--- config.mk ---
export PLATFORM = sky130hd
export DESIGN_NAME = button_input
export DESIGN_NICKNAME = d
export VERILOG_FILES = /design/src/rtl/button_input.sv
export SDC_FILE = /design/constraint.sdc
export NUM_CORES = 1
export LEC_CHECK = 0
export CAP_MARGIN = 15
export CELL_PAD_IN_SITES_DETAIL_PLACEMENT = 0
export CELL_PAD_IN_SITES_GLOBAL_PLACEMENT = 1
export CORE_ASPECT_RATIO = 0.9
export CORE_UTILIZATION = 45
export CTS_CLUSTER_SIZE = 8
export DETAILED_ROUTE_END_ITERATION = 7
export PLACE_DENSITY = 0.88
export SETUP_SLACK_MARGIN = 0.15
export SYNTH_ARGS = -nofsm -noshare
export SYNTH_HDL_FRONTEND = slang
export SYNTH_SLANG_ARGS = --single-unit
--- constraint.sdc ---
create_clock -name Clock -period 1.9 [get_ports Clock]
set_input_delay 0.38 -clock Clock [delete_from_list [all_inputs] [get_ports Clock]]
set_output_delay 0.38 -clock Clock [all_outputs]
set_load 0.05 [all_outputs]
--- src/rtl/button_input.sv ---
// Push-button front end: per-button synchroniser/debouncer lanes feeding a shared press FSM
// that emits registered one-cycle command pulses and the display mode index.
// Optional feature macro: BTN_AUTOREPEAT_EN (auto-repeat of value change while TRIP is long-held in menu).

module btn_debounce #(
  parameter int DEBOUNCE_CYCLES = 16
) (
  input  logic Clock,
  input  logic nReset,
  input  logic raw_n,
  output logic pressed
);
  localparam int CW = $clog2(DEBOUNCE_CYCLES + 1);

  logic [1:0]    sync;
  logic [CW-1:0] cnt;

  // Level flips on the DEBOUNCE_CYCLES-th consecutive differing sample; any agreeing sample restarts.
  always_ff @(posedge Clock or negedge nReset) begin
    if (!nReset) begin
      sync    <= '0;
      cnt     <= '0;
      pressed <= 1'b0;
    end else begin
      sync <= {sync[0], ~raw_n};
      if (sync[1] == pressed)
        cnt <= '0;
      else if (cnt == CW'(DEBOUNCE_CYCLES - 1)) begin
        cnt     <= '0;
        pressed <= sync[1];
      end else
        cnt <= cnt + 1'b1;
    end
  end
endmodule

module button_input #(
  parameter int DEBOUNCE_CYCLES = 16,
  parameter int LONG_CYCLES     = 65536,
  parameter int NUM_MODES       = 6,
  parameter int REPEAT_CYCLES   = 8192
) (
  input  logic       Clock,
  input  logic       nReset,
  input  logic       nMode,
  input  logic       nTrip,
  input  logic [4:0] displayMode,
  output logic [2:0] mode,
  output logic       trip_Reset,
  output logic       wheelsize_menu,
  output logic       wheelsize_digit_change,
  output logic       wheelsize_value_change
);
  localparam int NUM_LANES = 2;  // lane 0 = MODE, lane 1 = TRIP
  localparam int HW        = $clog2(LONG_CYCLES + 1);

  if (NUM_MODES < 1 || NUM_MODES > 8 || REPEAT_CYCLES < 2 || DEBOUNCE_CYCLES < 1) begin : g_bad_cfg
    $error("button_input: unsupported parameter set");
  end

  typedef enum logic [2:0] {
    S_IDLE, S_HELD_M, S_HELD_T, S_BOTH, S_LONG_M, S_LONG_T, S_LOCKOUT
  } state_t;

  logic [NUM_LANES-1:0] raw_n, pressed;
  assign raw_n = {nTrip, nMode};

  for (genvar g = 0; g < NUM_LANES; g++) begin : g_lane
    btn_debounce #(.DEBOUNCE_CYCLES(DEBOUNCE_CYCLES)) u_db (
      .Clock  (Clock),
      .nReset (nReset),
      .raw_n  (raw_n[g]),
      .pressed(pressed[g])
    );
  end

  logic pm, pt, menu, hold_full, rpt_fire;
  assign pm        = pressed[0];
  assign pt        = pressed[1];
  assign menu      = displayMode >= 5'(NUM_MODES);

  state_t        state, state_nxt;
  logic [HW-1:0] hold;
  assign hold_full = (hold == HW'(LONG_CYCLES));

  logic [2:0] mode_nxt;
  logic       trip_nxt, menu_nxt, digit_nxt, value_nxt;

  // State register, hold counter and registered outputs.
  always_ff @(posedge Clock or negedge nReset) begin
    if (!nReset) begin
      state                  <= S_IDLE;
      hold                   <= '0;
      mode                   <= '0;
      trip_Reset             <= 1'b0;
      wheelsize_menu         <= 1'b0;
      wheelsize_digit_change <= 1'b0;
      wheelsize_value_change <= 1'b0;
    end else begin
      state <= state_nxt;
      if (state_nxt != state &&
          (state_nxt == S_HELD_M || state_nxt == S_HELD_T || state_nxt == S_BOTH))
        hold <= '0;
      else if (!hold_full)
        hold <= hold + 1'b1;
      mode                   <= mode_nxt;
      trip_Reset             <= trip_nxt;
      wheelsize_menu         <= menu_nxt;
      wheelsize_digit_change <= digit_nxt;
      wheelsize_value_change <= value_nxt;
    end
  end

  always_comb begin
    state_nxt = state;
    case (state)
      S_IDLE:    if (pm && pt) state_nxt = S_BOTH;
                 else if (pm)  state_nxt = S_HELD_M;
                 else if (pt)  state_nxt = S_HELD_T;
      S_HELD_M:  if (!pm)           state_nxt = S_IDLE;
                 else if (pt)       state_nxt = S_BOTH;
                 else if (hold_full) state_nxt = S_LONG_M;
      S_HELD_T:  if (!pt)           state_nxt = S_IDLE;
                 else if (pm)       state_nxt = S_BOTH;
                 else if (hold_full) state_nxt = S_LONG_T;
      S_BOTH:    if (hold_full || !pm || !pt) state_nxt = S_LOCKOUT;
      S_LONG_M:  if (!pm) state_nxt = S_IDLE;
      S_LONG_T:  if (!pt) state_nxt = S_IDLE;
      S_LOCKOUT: if (!pm && !pt) state_nxt = S_IDLE;
      default:   state_nxt = S_IDLE;
    endcase
  end

`ifdef BTN_AUTOREPEAT_EN
  localparam int RW = $clog2(REPEAT_CYCLES);
  logic [RW-1:0] rpt;
  logic          rpt_wrap;
  assign rpt_wrap = (rpt == RW'(REPEAT_CYCLES - 1));

  // Phase counter restarts on every entry to LONG_T, so repeats land at LONG_CYCLES + k*REPEAT_CYCLES.
  always_ff @(posedge Clock or negedge nReset) begin
    if (!nReset)                          rpt <= '0;
    else if (state != S_LONG_T || rpt_wrap) rpt <= '0;
    else                                  rpt <= rpt + 1'b1;
  end

  assign rpt_fire = menu && pt &&
                    ((state == S_HELD_T && state_nxt == S_LONG_T) ||
                     (state == S_LONG_T && rpt_wrap));
`else
  assign rpt_fire = 1'b0;
`endif

  // Output decode: short actions fire on the release cycle; states are disjoint so pulses never overlap.
  always_comb begin
    mode_nxt  = mode;
    trip_nxt  = 1'b0;
    menu_nxt  = 1'b0;
    digit_nxt = 1'b0;
    value_nxt = rpt_fire;
    if (state == S_BOTH && hold_full) begin
      menu_nxt = 1'b1;
      mode_nxt = '0;
    end else if (state == S_HELD_M && !pm) begin
      if (menu) digit_nxt = 1'b1;
      else      mode_nxt  = (mode == 3'(NUM_MODES - 1)) ? 3'd0 : mode + 3'd1;
    end else if (state == S_HELD_T && !pt) begin
      if (menu) value_nxt = 1'b1;
      else      trip_nxt  = 1'b1;
    end
  end
endmodule
Yosys cells after proc, flatten, opt, wreduce, memory -nomap -nowiden
Index checks and enable logic that the tools add are counted.
{"block": "op_classes", "add_sub_neg": 4, "n_lt_le_gt_ge": 1, "n_eq_ne": 18, "muxes": 35, "bitwise": 4, "reduce_logical": 17}
{"op": "3-bit 2-to-1 mux", "n": 17}
{"op": "17-bit 2-to-1 mux", "n": 2}
{"op": "3-bit one-hot mux with 7 select lines", "n": 1}
{"op": "5-bit 2-to-1 mux", "n": 4}
{"op": "17-bit by 1-bit adder with 17-bit output (second input constant)", "n": 1}
{"op": "17-bit == test (second input constant)", "n": 1}
{"op": "3-bit by 2-bit == test with 1-bit output (second input constant)", "n": 4}
{"op": "3-bit == test (second input constant)", "n": 4}
{"op": "1-bit 2-to-1 mux", "n": 11}
{"op": "5-bit by 1-bit adder with 5-bit output (second input constant)", "n": 2}
{"op": "5-bit by 4-bit == test with 1-bit output (second input constant)", "n": 2}
{"op": "3-bit by 1-bit == test with 1-bit output (second input constant)", "n": 2}
{"op": "1-bit logical AND", "n": 6}
{"op": "2-bit AND reduction", "n": 3}
{"op": "5-bit by 3-bit >= comparator with 1-bit output (second input constant)", "n": 1}
{"op": "1-bit logical OR", "n": 4}
{"op": "2-bit by 1-bit inequality test with 1-bit output (second input constant)", "n": 2}
{"op": "1-bit inverter", "n": 4}
{"op": "3-bit by 1-bit adder with 3-bit output (second input constant)", "n": 1}
{"op": "3-bit logical NOT", "n": 1}
{"op": "3-bit inequality test", "n": 1}
{"op": "1-bit == test", "n": 2}
{"op": "1-bit logical NOT", "n": 2}
{"op": "2-bit nonzero test", "n": 1}
{"block": "totals", "ff_bits": 43, "input_bits": 9, "output_inout_bits": 7, "elab_cells": 92}

Depth between registers and ports, before layout
Gate-level depths: netlist (run 1).
{"block": "logic_depth", "ltp_word": 10, "depth_mapped": 6, "depth_no_buf": 6}

Hierarchy
A second synthesis (run 1) with hierarchy kept.
{"block": "hier_totals", "hier_cells": 204, "hier_area_um2": 2124.5}
{"module": "button_input", "instances": 1, "cells_each": 156, "area_per_inst_um2": 1508.9, "seq_area_each_um2": 675.6}
{"module": "btn_debounce", "instances": 2, "cells_each": 24, "area_per_inst_um2": 307.8, "seq_area_each_um2": 200.2}

Worst setup path after synthesis (run 1)
Ideal clock, no wire load.
{"block": "synth_timing", "path_type": "reg-to-reg", "startpoint": "reg hold[0]", "endpoint": "reg state[0]", "setup_time_ns": 0.101, "arrival_time_ns": 1.565, "required_time_ns": 1.799, "path_slack_ns": 0.234, "path_stages_with_launch": 7, "n_path_buf": 0, "synth_period_minus_slack_ns": 1.666, "cell_sequence": "dfrtp_1 inv_1 ha_1 nor4b_1 nand4_2 mux2i_1 o32ai_1"}
{"block": "synth_between", "elab_chain_len": 5, "elab_cells_between_ends": 11, "classes_between": "eq/ne: 1; mux: 8; reduce/logical: 2"}
{"item": "start: declaration", "line": "83", "rtl": "logic [HW-1:0] hold;"}
{"item": "start signal: assignment", "line": "105", "rtl": "hold <= hold + 1'b1;"}
{"item": "17-bit == test (*)", "line": "84", "rtl": "assign hold_full = (hold == HW'(LONG_CYCLES));"}
{"item": "3-bit 2-to-1 mux (tied with other cells)", "line": "125", "rtl": "else if (hold_full) state_nxt = S_LONG_T;"}
{"item": "3-bit 2-to-1 mux (tied with other cells)", "line": "124", "rtl": "else if (pm) state_nxt = S_BOTH;"}
{"item": "3-bit 2-to-1 mux (on tied branches)", "line": "123, 120, 126"}
{"item": "3-bit one-hot mux with 7 select lines (*)", "line": "116", "rtl": "case (state)"}
{"item": "named net state_nxt[0]", "line": "82", "rtl": "state_t state, state_nxt;"}
{"item": "end signal: assignment", "line": "100", "rtl": "state <= state_nxt;"}
{"item": "end: declaration", "line": "82"}
Mark *: on every way through the listed nets, which the timed path passes. The rest lies on a longest branch.
A chain may end at the register's enable or synchronous reset.

Worst setup path in the final report (run 1)
{"block": "layout_timing", "startpoint": "reg hold[12]", "endpoint": "reg state[0]"}
The elaborated chain is that of the path after synthesis.

==> metrics.txt, run 1 <==
# TYPE chip_impl_metric gauge
chip_impl_metric{name="grt_use_met1",unit="%"} 25.0
chip_impl_metric{name="netlist_area",unit="mm^2"} 0.00210
chip_impl_metric{name="global_route.usage.met2",unit="%"} 26.5
chip_impl_metric{name="postLayoutCoreUtil",unit="%"} 55.3
chip_impl_metric{name="detailroute.via_count",unit=""} 1521
chip_impl_metric{name="post_cts_setup_buffers",unit=""} 0
chip_impl_metric{name="pwr_density_cell",unit="mW/mm^2"} 775
chip_impl_info{name="synth_top_cells_by_area",value="sky130_fd_sc_hd__dfrtp_1, sky130_fd_sc_hd__xor2_1, sky130_fd_sc_hd__nor2_1, sky130_fd_sc_hd__nand3_1, sky130_fd_sc_hd__ha_1"} 1
chip_impl_metric{name="ctsHtreeMaxLevel",unit=""} 2
chip_impl_metric{name="dpl.hpwl",unit="um"} 2540
chip_impl_info{name="ys.flop_type",value="sky130_fd_sc_hd__dfrtp_1"} 1
chip_impl_info{name="setup.worst_path.end_class",value="register"} 1
chip_impl_metric{name="final.period_utilization",unit="%"} 86.4
chip_impl_metric{name="fin_worst_skew",unit="ps"} 8.78
chip_impl_metric{name="finalCriticalPeriod",unit="ps"} 1640
chip_impl_metric{name="buffer_ports.inserted",unit=""} 14
chip_impl_info{name="synth_top_area_cell",value="sky130_fd_sc_hd__dfrtp_1"} 1
chip_impl_metric{name="synth-edff-count",unit=""} 0
chip_impl_info{name="path_class",value="register to register"} 1
chip_impl_metric{name="report.final.hold_viol_count",unit=""} 0
chip_impl_metric{name="whs_path_depth",unit=""} 0
chip_impl_info{name="critical_path_launch_point_type",value="register"} 1
chip_impl_info{name="rsz0062_at_grt",value="false"} 1
chip_impl_metric{name="drt_first_pass_iters",unit=""} 4
chip_impl_metric{name="post_synth_cell_types",unit=""} 43
chip_impl_metric{name="avgSynthCellArea",unit="um^2"} 10.1
chip_impl_metric{name="synth.net_count",unit=""} 220
chip_impl_metric{name="report.final.setup_viol",unit=""} 0
chip_impl_metric{name="tightest_slew",unit="ps"} 488
chip_impl_metric{name="io_pins",unit=""} 16
chip_impl_metric{name="rows",unit=""} 23
chip_impl_metric{name="maximum_root_to_sink_buffer_count",unit=""} 2
chip_impl_metric{name="clkLatencyLatePin",unit="ps"} 300
chip_impl_metric{name="worst_setup_hold_path_clk_slew",unit="ps"} 80
chip_impl_metric{name="synth-seq-cells",unit=""} 43
chip_impl_metric{name="post-route-drc-count",unit=""} 0
chip_impl_metric{name="via_count_of_the_first_global_routing_pass",unit=""} 1385
chip_impl_metric{name="slew_viol_final",unit=""} 0
chip_impl_metric{name="initial_antenna_violation_count",unit=""} 0
chip_impl_metric{name="fp.dieArea",unit="mm^2"} 0.00493
chip_impl_metric{name="grt_usage",unit="%"} 17.8
chip_impl_metric{name="ys_seq_area_share",unit="%"} 51.3
chip_impl_metric{name="globalplace.congestion",unit=""} 0.725
chip_impl_metric{name="crit_path_max_fanout",unit=""} 10
chip_impl_metric{name="irDropWorstVdd",unit="uV"} 583
chip_impl_metric{name="setup_tns",unit="ps"} 0
chip_impl_metric{name="grt_util_met3",unit="%"} 3.63
chip_impl_metric{name="syn_inst",unit=""} 207
chip_impl_info{name="outcome",value="finished clean"} 1
chip_impl_metric{name="grt_start_max_net_pins",unit=""} 20
chip_impl_metric{name="power.net_switching",unit="mW"} 0.551
chip_impl_info{name="clock-root-buffer",value="sky130_fd_sc_hd__clkbuf_8"} 1
chip_impl_info{name="grt-busiest-layer",value="met2"} 1
chip_impl_metric{name="combinationalPowerShare",unit="%"} 13.0
chip_impl_metric{name="r2r_cells",unit=""} 5
chip_impl_metric{name="synth-warning-count",unit=""} 0
chip_impl_info{name="yosys-top-cells-count",value="sky130_fd_sc_hd__dfrtp_1, sky130_fd_sc_hd__nor2_1, sky130_fd_sc_hd__xor2_1"} 1
chip_impl_metric{name="wirelength",unit="um"} 3730
chip_impl_metric{name="syn2layout_area_growth",unit="%"} 17.8
chip_impl_info{name="cts_tree",value="built"} 1
chip_impl_metric{name="post_drt_antenna_nets",unit=""} 0
chip_impl_metric{name="fmax",unit="GHz"} 0.609
chip_impl_metric{name="total_leakage_power",unit="nW"} 1.17
chip_impl_metric{name="grt_first_pass_wirelength",unit="um"} 6510
chip_impl_metric{name="cts_made_buffers",unit=""} 5
chip_impl_metric{name="internal",unit="mW"} 1.36
chip_impl_metric{name="die_w",unit="um"} 73.9
chip_impl_metric{name="drt_iter0_markers",unit=""} 69
chip_impl_metric{name="drive_gt1_share",unit="%"} 15.4
chip_impl_metric{name="vias_per_cell",unit=""} 5.14
chip_impl_metric{name="timing.max_cap.violations",unit=""} 0
chip_impl_metric{name="numClockSinks",unit=""} 43
chip_impl_metric{name="floorplan.core_area",unit="mm^2"} 0.00446
chip_impl_metric{name="critPathRequiredTime",unit="ps"} 2100
chip_impl_metric{name="maxSlewHeadroom",unit="%"} 67.6
chip_impl_metric{name="antennaDiodeCount",unit=""} 0
chip_impl_info{name="holdCritPathClass",value="register to register"} 1
chip_impl_metric{name="total_overflow_reported_by_the_global_router",unit=""} 0
chip_impl_metric{name="wl_per_cell",unit="um"} 12.6
chip_impl_info{name="yosys.cell_count.top_type",value="sky130_fd_sc_hd__dfrtp_1"} 1
chip_impl_metric{name="worst-endpoint-arrival",unit="ps"} 1840
chip_impl_metric{name="async_flop_share",unit="%"} 100
chip_impl_metric{name="clk_pwr_share",unit="%"} 31.0
chip_impl_metric{name="floorplan.initialDensity",unit="%"} 47.0
chip_impl_metric{name="synth_top_area_share",unit="%"} 51.3
chip_impl_metric{name="seqPwrFrac",unit="%"} 56.0
chip_impl_metric{name="power.share.switching",unit="%"} 28.8
chip_impl_metric{name="die_height",unit="um"} 66.7
chip_impl_metric{name="nNetsFinal",unit=""} 246
layout by cell type (no fill, tap or decap), types with 3 or more instances in the layout:
cell type,n
sky130_fd_sc_hd__mux2i_1,3
sky130_fd_sc_hd__ha_1,4
sky130_fd_sc_hd__dfrtp_1,43
sky130_fd_sc_hd__nand3_1,11
sky130_fd_sc_hd__buf_4,17
sky130_fd_sc_hd__inv_1,10
sky130_fd_sc_hd__and3_1,4
sky130_fd_sc_hd__and2_1,5
sky130_fd_sc_hd__nand2_1,13
sky130_fd_sc_hd__xor2_1,20
sky130_fd_sc_hd__o21ai_0,7
sky130_fd_sc_hd__nand2b_1,3
sky130_fd_sc_hd__nor4_1,4
sky130_fd_sc_hd__clkbuf_8,5
sky130_fd_sc_hd__a21oi_1,5
sky130_fd_sc_hd__nand4_1,7
sky130_fd_sc_hd__nand3b_1,3
sky130_fd_sc_hd__nor2_1,26
sky130_fd_sc_hd__clkdlybuf4s50_1,6
sky130_fd_sc_hd__dlygate4sd2_1,4
registers in the layout, summed over array words and instances, names as in the netlist:
register,flops
wheelsize_menu,1
wheelsize_value_change,1
hold,17
g_lane.u_db.pressed,2
g_lane.u_db.sync,4
state,3
wheelsize_digit_change,1
mode,3
trip_Reset,1
g_lane.u_db.cnt,10
final timing paths:
check	endpoint	slack (ps)	startpoint
setup reg to reg	state[0]	260	hold[12]
hold / removal	g_lane[0].u_db.sync[1]	360	g_lane[0].u_db.sync[0]
setup / recovery	state[0]	260	hold[12]
min in group asynchronous	g_lane[1].u_db.cnt[1]	490	nReset
hold reg to reg	g_lane[0].u_db.sync[1]	360	g_lane[0].u_db.sync[0]
max in group asynchronous	g_lane[0].u_db.sync[1]	860	nReset
power by group through the flow:
stage | sequential [mW] | clock, mW | combinational [mW]
after global placement | 1.08 | 0 | 0.242
after CTS | 1.06 | 0.619 | 0.253
final | 1.07 | 0.594 | 0.248
after floorplan | 1.07 | 0 | 0.159
after global routing | 1.08 | 0.646 | 0.286
after detailed placement | 1.08 | 0 | 0.248
through the flow:
step	hold slack, ps	setup WS, ps	std cells	power, mW	cell area, um^2
final	359	258	296	1.91	2470
after CTS	362	161	296	1.94	2460
after global placement	281	44.9	287	1.32	2360
after floorplan	84.4	234	207	1.23	2100
after global routing	375	132	296	2.02	2470
after detailed placement	283	-7.41	287	1.33	2360
kinds of logic after synthesis:
logic type	count (synthesis)	share of synthesized area, %
mux	4	1.97
compound gates	25	8.18
flops	43	51.3
simple gates	90	23.3
buf+inv	20	4.06
xor+xnor	21	8.78
fa+ha+maj	4	2.39
critical path, stage by stage, from the launching register on:
cell and delay [ps]:
sky130_fd_sc_hd__dfrtp_1 430, sky130_fd_sc_hd__nor4_1 390, sky130_fd_sc_hd__nand4_2 130, sky130_fd_sc_hd__buf_4 200, sky130_fd_sc_hd__mux2i_1 120, sky130_fd_sc_hd__o32ai_1 260
routing by layer:
metal	vias to the layer above	routed length [um]
met5	-	0
met4	0	66
met3	6	124
met2	29	1650
met1	719	1880
li1	767	-
what timing repair did:
item | 4_1_cts | 5_1_grt
hold endpoints to repair | 11 | 0
setup endpoints to repair | 4 | 5
resized for setup | 4 | 2
hold buffers | 1 | 0
layout make-up:
cell class / instances / area, um^2
repair buffers: 29 / 238
well taps: 62 / 77.6
fillers: 401 / 1990
inverters: 10 / 37.5
clock inverters: 3 / 23.8
multi-input cells: 144 / 947
flip-flops and latches: 43 / 1080
clock buffers: 5 / 68.8
(Power assumes the default switching activity.)
==> run 2, diff against run 1 <==
--- a/config.mk
+++ b/config.mk
@@ -16,4 +16,5 @@
 export SETUP_SLACK_MARGIN = 0.15
 export SYNTH_ARGS = -nofsm -noshare
 export SYNTH_HDL_FRONTEND = slang
+export SYNTH_HIERARCHICAL = 1
 export SYNTH_SLANG_ARGS = --single-unit
==> run 2 against run 1 <==
Effect of this change: routed wire length grew 4.7%; area after synthesis grew 1.4%; non-clock buffer count shrank 5; first-iteration DRC count grew 45%; highest routed layer unchanged; via count grew 1.2%; setup slack lost 92 ps; clock power grew 44%; total power grew 16%.
==> metrics.txt, run 2 <==
# TYPE chip_impl_metric gauge
chip_impl_info{name="ys.flop_type",value="sky130_fd_sc_hd__dfrtp_1"} 1
chip_impl_metric{name="tightest_slew",unit="ps"} 543
chip_impl_metric{name="global_route.usage.met2",unit="%"} 24.8
chip_impl_metric{name="async_flop_share",unit="%"} 100
chip_impl_metric{name="ctsHtreeMaxLevel",unit=""} 2
chip_impl_metric{name="fin_worst_skew",unit="ps"} 8.39
chip_impl_metric{name="fp.dieArea",unit="mm^2"} 0.00500
chip_impl_info{name="rsz0062_at_grt",value="true"} 1
chip_impl_metric{name="synth.net_count",unit=""} 217
chip_impl_metric{name="avgSynthCellArea",unit="um^2"} 10.4
chip_impl_info{name="outcome",value="finished clean"} 1
chip_impl_metric{name="total_leakage_power",unit="nW"} 1.17
chip_impl_metric{name="syn_inst",unit=""} 204
chip_impl_metric{name="final.period_utilization",unit="%"} 91.3
chip_impl_metric{name="post-route-drc-count",unit=""} 0
chip_impl_metric{name="report.final.setup_viol",unit=""} 0
chip_impl_metric{name="irDropWorstVdd",unit="uV"} 572
chip_impl_metric{name="fmax",unit="GHz"} 0.576
chip_impl_metric{name="final_cells",unit=""} 293
chip_impl_info{name="yosys-top-cells-count",value="sky130_fd_sc_hd__dfrtp_1, sky130_fd_sc_hd__nor2_1, sky130_fd_sc_hd__xnor2_1"} 1
chip_impl_metric{name="critPathRequiredTime",unit="ps"} 2090
chip_impl_metric{name="total_overflow_reported_by_the_global_router",unit=""} 0
chip_impl_metric{name="setup_tns",unit="ps"} 0
chip_impl_metric{name="synth_top_area_share",unit="%"} 50.6
chip_impl_metric{name="pwr_density_cell",unit="mW/mm^2"} 873
chip_impl_metric{name="dpl_cell_area",unit="mm^2"} 0.00235
chip_impl_metric{name="io_pins",unit=""} 16
chip_impl_metric{name="finalCriticalPeriod",unit="ps"} 1730
chip_impl_metric{name="layout_setup_ws",unit="ps"} 165
chip_impl_info{name="largest_register",value="hold"} 1
chip_impl_metric{name="post_synth_cell_types",unit=""} 43
chip_impl_metric{name="maximum_root_to_sink_buffer_count",unit=""} 2
chip_impl_info{name="path_class",value="register to register"} 1
chip_impl_metric{name="synth-warning-count",unit=""} 6
chip_impl_metric{name="timing.max_cap.violations",unit=""} 0
chip_impl_metric{name="max_ffs_per_register",unit=""} 17
chip_impl_info{name="synth_top_cells_by_area",value="sky130_fd_sc_hd__dfrtp_1, sky130_fd_sc_hd__xnor2_1, sky130_fd_sc_hd__nor2_1, sky130_fd_sc_hd__xor2_1, sky130_fd_sc_hd__ha_1"} 1
chip_impl_metric{name="synth-edff-count",unit=""} 0
chip_impl_metric{name="netlist_area",unit="mm^2"} 0.00212
chip_impl_metric{name="crit_path_max_fanout",unit=""} 8
chip_impl_metric{name="die_w",unit="um"} 74.4
chip_impl_metric{name="initial_antenna_violation_count",unit=""} 0
chip_impl_metric{name="floorplan.core_area",unit="mm^2"} 0.00449
chip_impl_metric{name="globalplace.congestion",unit=""} 0.767
chip_impl_metric{name="via_count_of_the_first_global_routing_pass",unit=""} 1366
chip_impl_metric{name="worst-endpoint-arrival",unit="ps"} 1930
chip_impl_metric{name="numClockSinks",unit=""} 43
chip_impl_metric{name="floorplan.initialDensity",unit="%"} 47.3
chip_impl_metric{name="grt_start_max_net_pins",unit=""} 44
chip_impl_metric{name="drt_first_pass_iters",unit=""} 4
chip_impl_info{name="largest_registers",value="hold: 17 flops, g_lane.u_db/cnt: 10 flops, g_lane.u_db/sync: 4 flops"} 1
chip_impl_metric{name="maxSlewHeadroom",unit="%"} 63.8
chip_impl_metric{name="synth-seq-cells",unit=""} 43
chip_impl_metric{name="vias_per_cell",unit=""} 5.26
chip_impl_metric{name="grt_util_met3",unit="%"} 4.48
chip_impl_metric{name="report.final.hold_viol_count",unit=""} 0
chip_impl_metric{name="syn2layout_area_growth",unit="%"} 19.7
chip_impl_metric{name="finish.instance_area",unit="mm^2"} 0.00254
chip_impl_metric{name="buffer_ports.inserted",unit=""} 14
chip_impl_metric{name="post_drt_antenna_nets",unit=""} 0
chip_impl_metric{name="nNetsFinal",unit=""} 243
chip_impl_metric{name="detailroute.via_count",unit=""} 1540
chip_impl_metric{name="dpl.hpwl",unit="um"} 2510
chip_impl_metric{name="grt_use_met1",unit="%"} 23.9
chip_impl_metric{name="cts_made_buffers",unit=""} 5
chip_impl_metric{name="ys_seq_area_share",unit="%"} 50.6
chip_impl_metric{name="wl_per_cell",unit="um"} 13.3
chip_impl_metric{name="report.power.total",unit="mW"} 2.22
chip_impl_metric{name="antennaDiodeCount",unit=""} 0
chip_impl_info{name="layout_commonest_cell",value="sky130_fd_sc_hd__dfrtp_1"} 1
chip_impl_metric{name="clkLatencyLatePin",unit="ps"} 300
chip_impl_metric{name="worst_setup_hold_path_clk_slew",unit="ps"} 90
chip_impl_metric{name="wirelength",unit="um"} 3900
chip_impl_info{name="cts_tree",value="built"} 1
chip_impl_info{name="grt-busiest-layer",value="met2"} 1
chip_impl_info{name="setup.worst_path.end_class",value="register"} 1
chip_impl_info{name="top_library_cells_by_usage_in_the_layout_fill_and_taps_aside",value="sky130_fd_sc_hd__dfrtp_1, sky130_fd_sc_hd__nor2_1, sky130_fd_sc_hd__xnor2_1"} 1
chip_impl_info{name="synth_top_area_cell",value="sky130_fd_sc_hd__dfrtp_1"} 1
chip_impl_info{name="yosys.cell_count.top_type",value="sky130_fd_sc_hd__dfrtp_1"} 1
chip_impl_metric{name="slew_viol_final",unit=""} 0
chip_impl_metric{name="grt_usage",unit="%"} 16.8
chip_impl_metric{name="die_height",unit="um"} 67.2
chip_impl_metric{name="rows",unit=""} 23
chip_impl_metric{name="dp.cells",unit=""} 281
chip_impl_info{name="critical_path_launch_point_type",value="register"} 1
chip_impl_metric{name="pre_cts_ws",unit="ps"} 95.7
chip_impl_metric{name="grt_first_pass_wirelength",unit="um"} 6240
chip_impl_info{name="clock-root-buffer",value="sky130_fd_sc_hd__clkbuf_8"} 1
chip_impl_metric{name="drive_gt1_share",unit="%"} 16.5
chip_impl_metric{name="drt_iter0_markers",unit=""} 100
chip_impl_info{name="holdCritPathClass",value="input port to asynchronous set/reset pin"} 1
run 2: per-stage QoR:
stage | util, % | hold slack [ps]
3_3_place_gp | 52.3 | 338
2_1_floorplan | - | 84.4
5_1_grt | 56.6 | 177
6_report | 56.6 | 138
3_5_place_dp | 52.3 | 341
4_1_cts | 55.2 | 159
run 2: routing by layer:
layer	wire [um]	up-vias	share of wire, %
met2	1770	18	45
met1	1980	755	51
met3	110	7	2.8
li1	-	760	-
met4	46	0	1.2
met5	0	-	0
run 2: final timing paths:
| path | from | endpoint | slack (ps) | cells past startpoint |
|---|---|---|---|---|
| max | hold[1] | hold[1] | 170 | 7 |
| min | nReset | hold[11] | 140 | 2 |
| max reg2reg | hold[1] | hold[1] | 170 | 7 |
| min reg2reg | g_lane[0].u_db/sync[0] | g_lane[0].u_db/sync[1] | 360 | 0 |
| max in group asynchronous | nReset | hold[16] | 1390 | 2 |
| min in group Clock | g_lane[0].u_db/sync[0] | g_lane[0].u_db/sync[1] | 360 | 0 |
run 2: cell families (layout without fill, tap and decap cells):
family | after synthesis | after routing | share of synthesized area (%)
DFF | 43 | 43 | 50.6
muxes | 5 | 5 | 2.47
adders and majority gates | 4 | 4 | 2.36
AOI/OAI and AO/OA | 21 | 21 | 6.42
buffers and inverters | 17 | 44 | 3.47
xor gates and xnor gates | 22 | 22 | 9.07
and+or+nand+nor | 92 | 92 | 25.6
run 2: timing repair:
item                                    4_1_cts  5_1_grt
pin swaps                                     0        3
hold buffers                                  0        0
buffers inserted                              0        4
gates resized for setup                       5        7
endpoints found under the setup margin        5        8
run 2: cell type report:
type,count,area (um^2)
fillers,387,1950
repair buffers,24,199
flip-flops and latches,43,1080
well taps,62,77.6
clock buffers,5,68.8
multi-input cells,144,1010
inverters,12,45.0
clock inverters,3,67.6
run 2: power by group:
group          internal, mW  total [mW]  leakage [nW]  switching [mW]
registers             0.987        1.09         0.567          0.0990
clock network         0.524       0.857        0.0644           0.332
logic                 0.127       0.277         0.536           0.150
total                  1.64        2.22          1.17           0.581
run 2: worst max-delay path, cell delays in order (launching register included):
cell and delay (ps):
sky130_fd_sc_hd__dfrtp_1 440, sky130_fd_sc_hd__inv_1 80, sky130_fd_sc_hd__ha_1 160, sky130_fd_sc_hd__nor4b_4 280, sky130_fd_sc_hd__nand4_4 240, sky130_fd_sc_hd__buf_4 210
sky130_fd_sc_hd__mux2i_1 170, sky130_fd_sc_hd__nor2_1 50
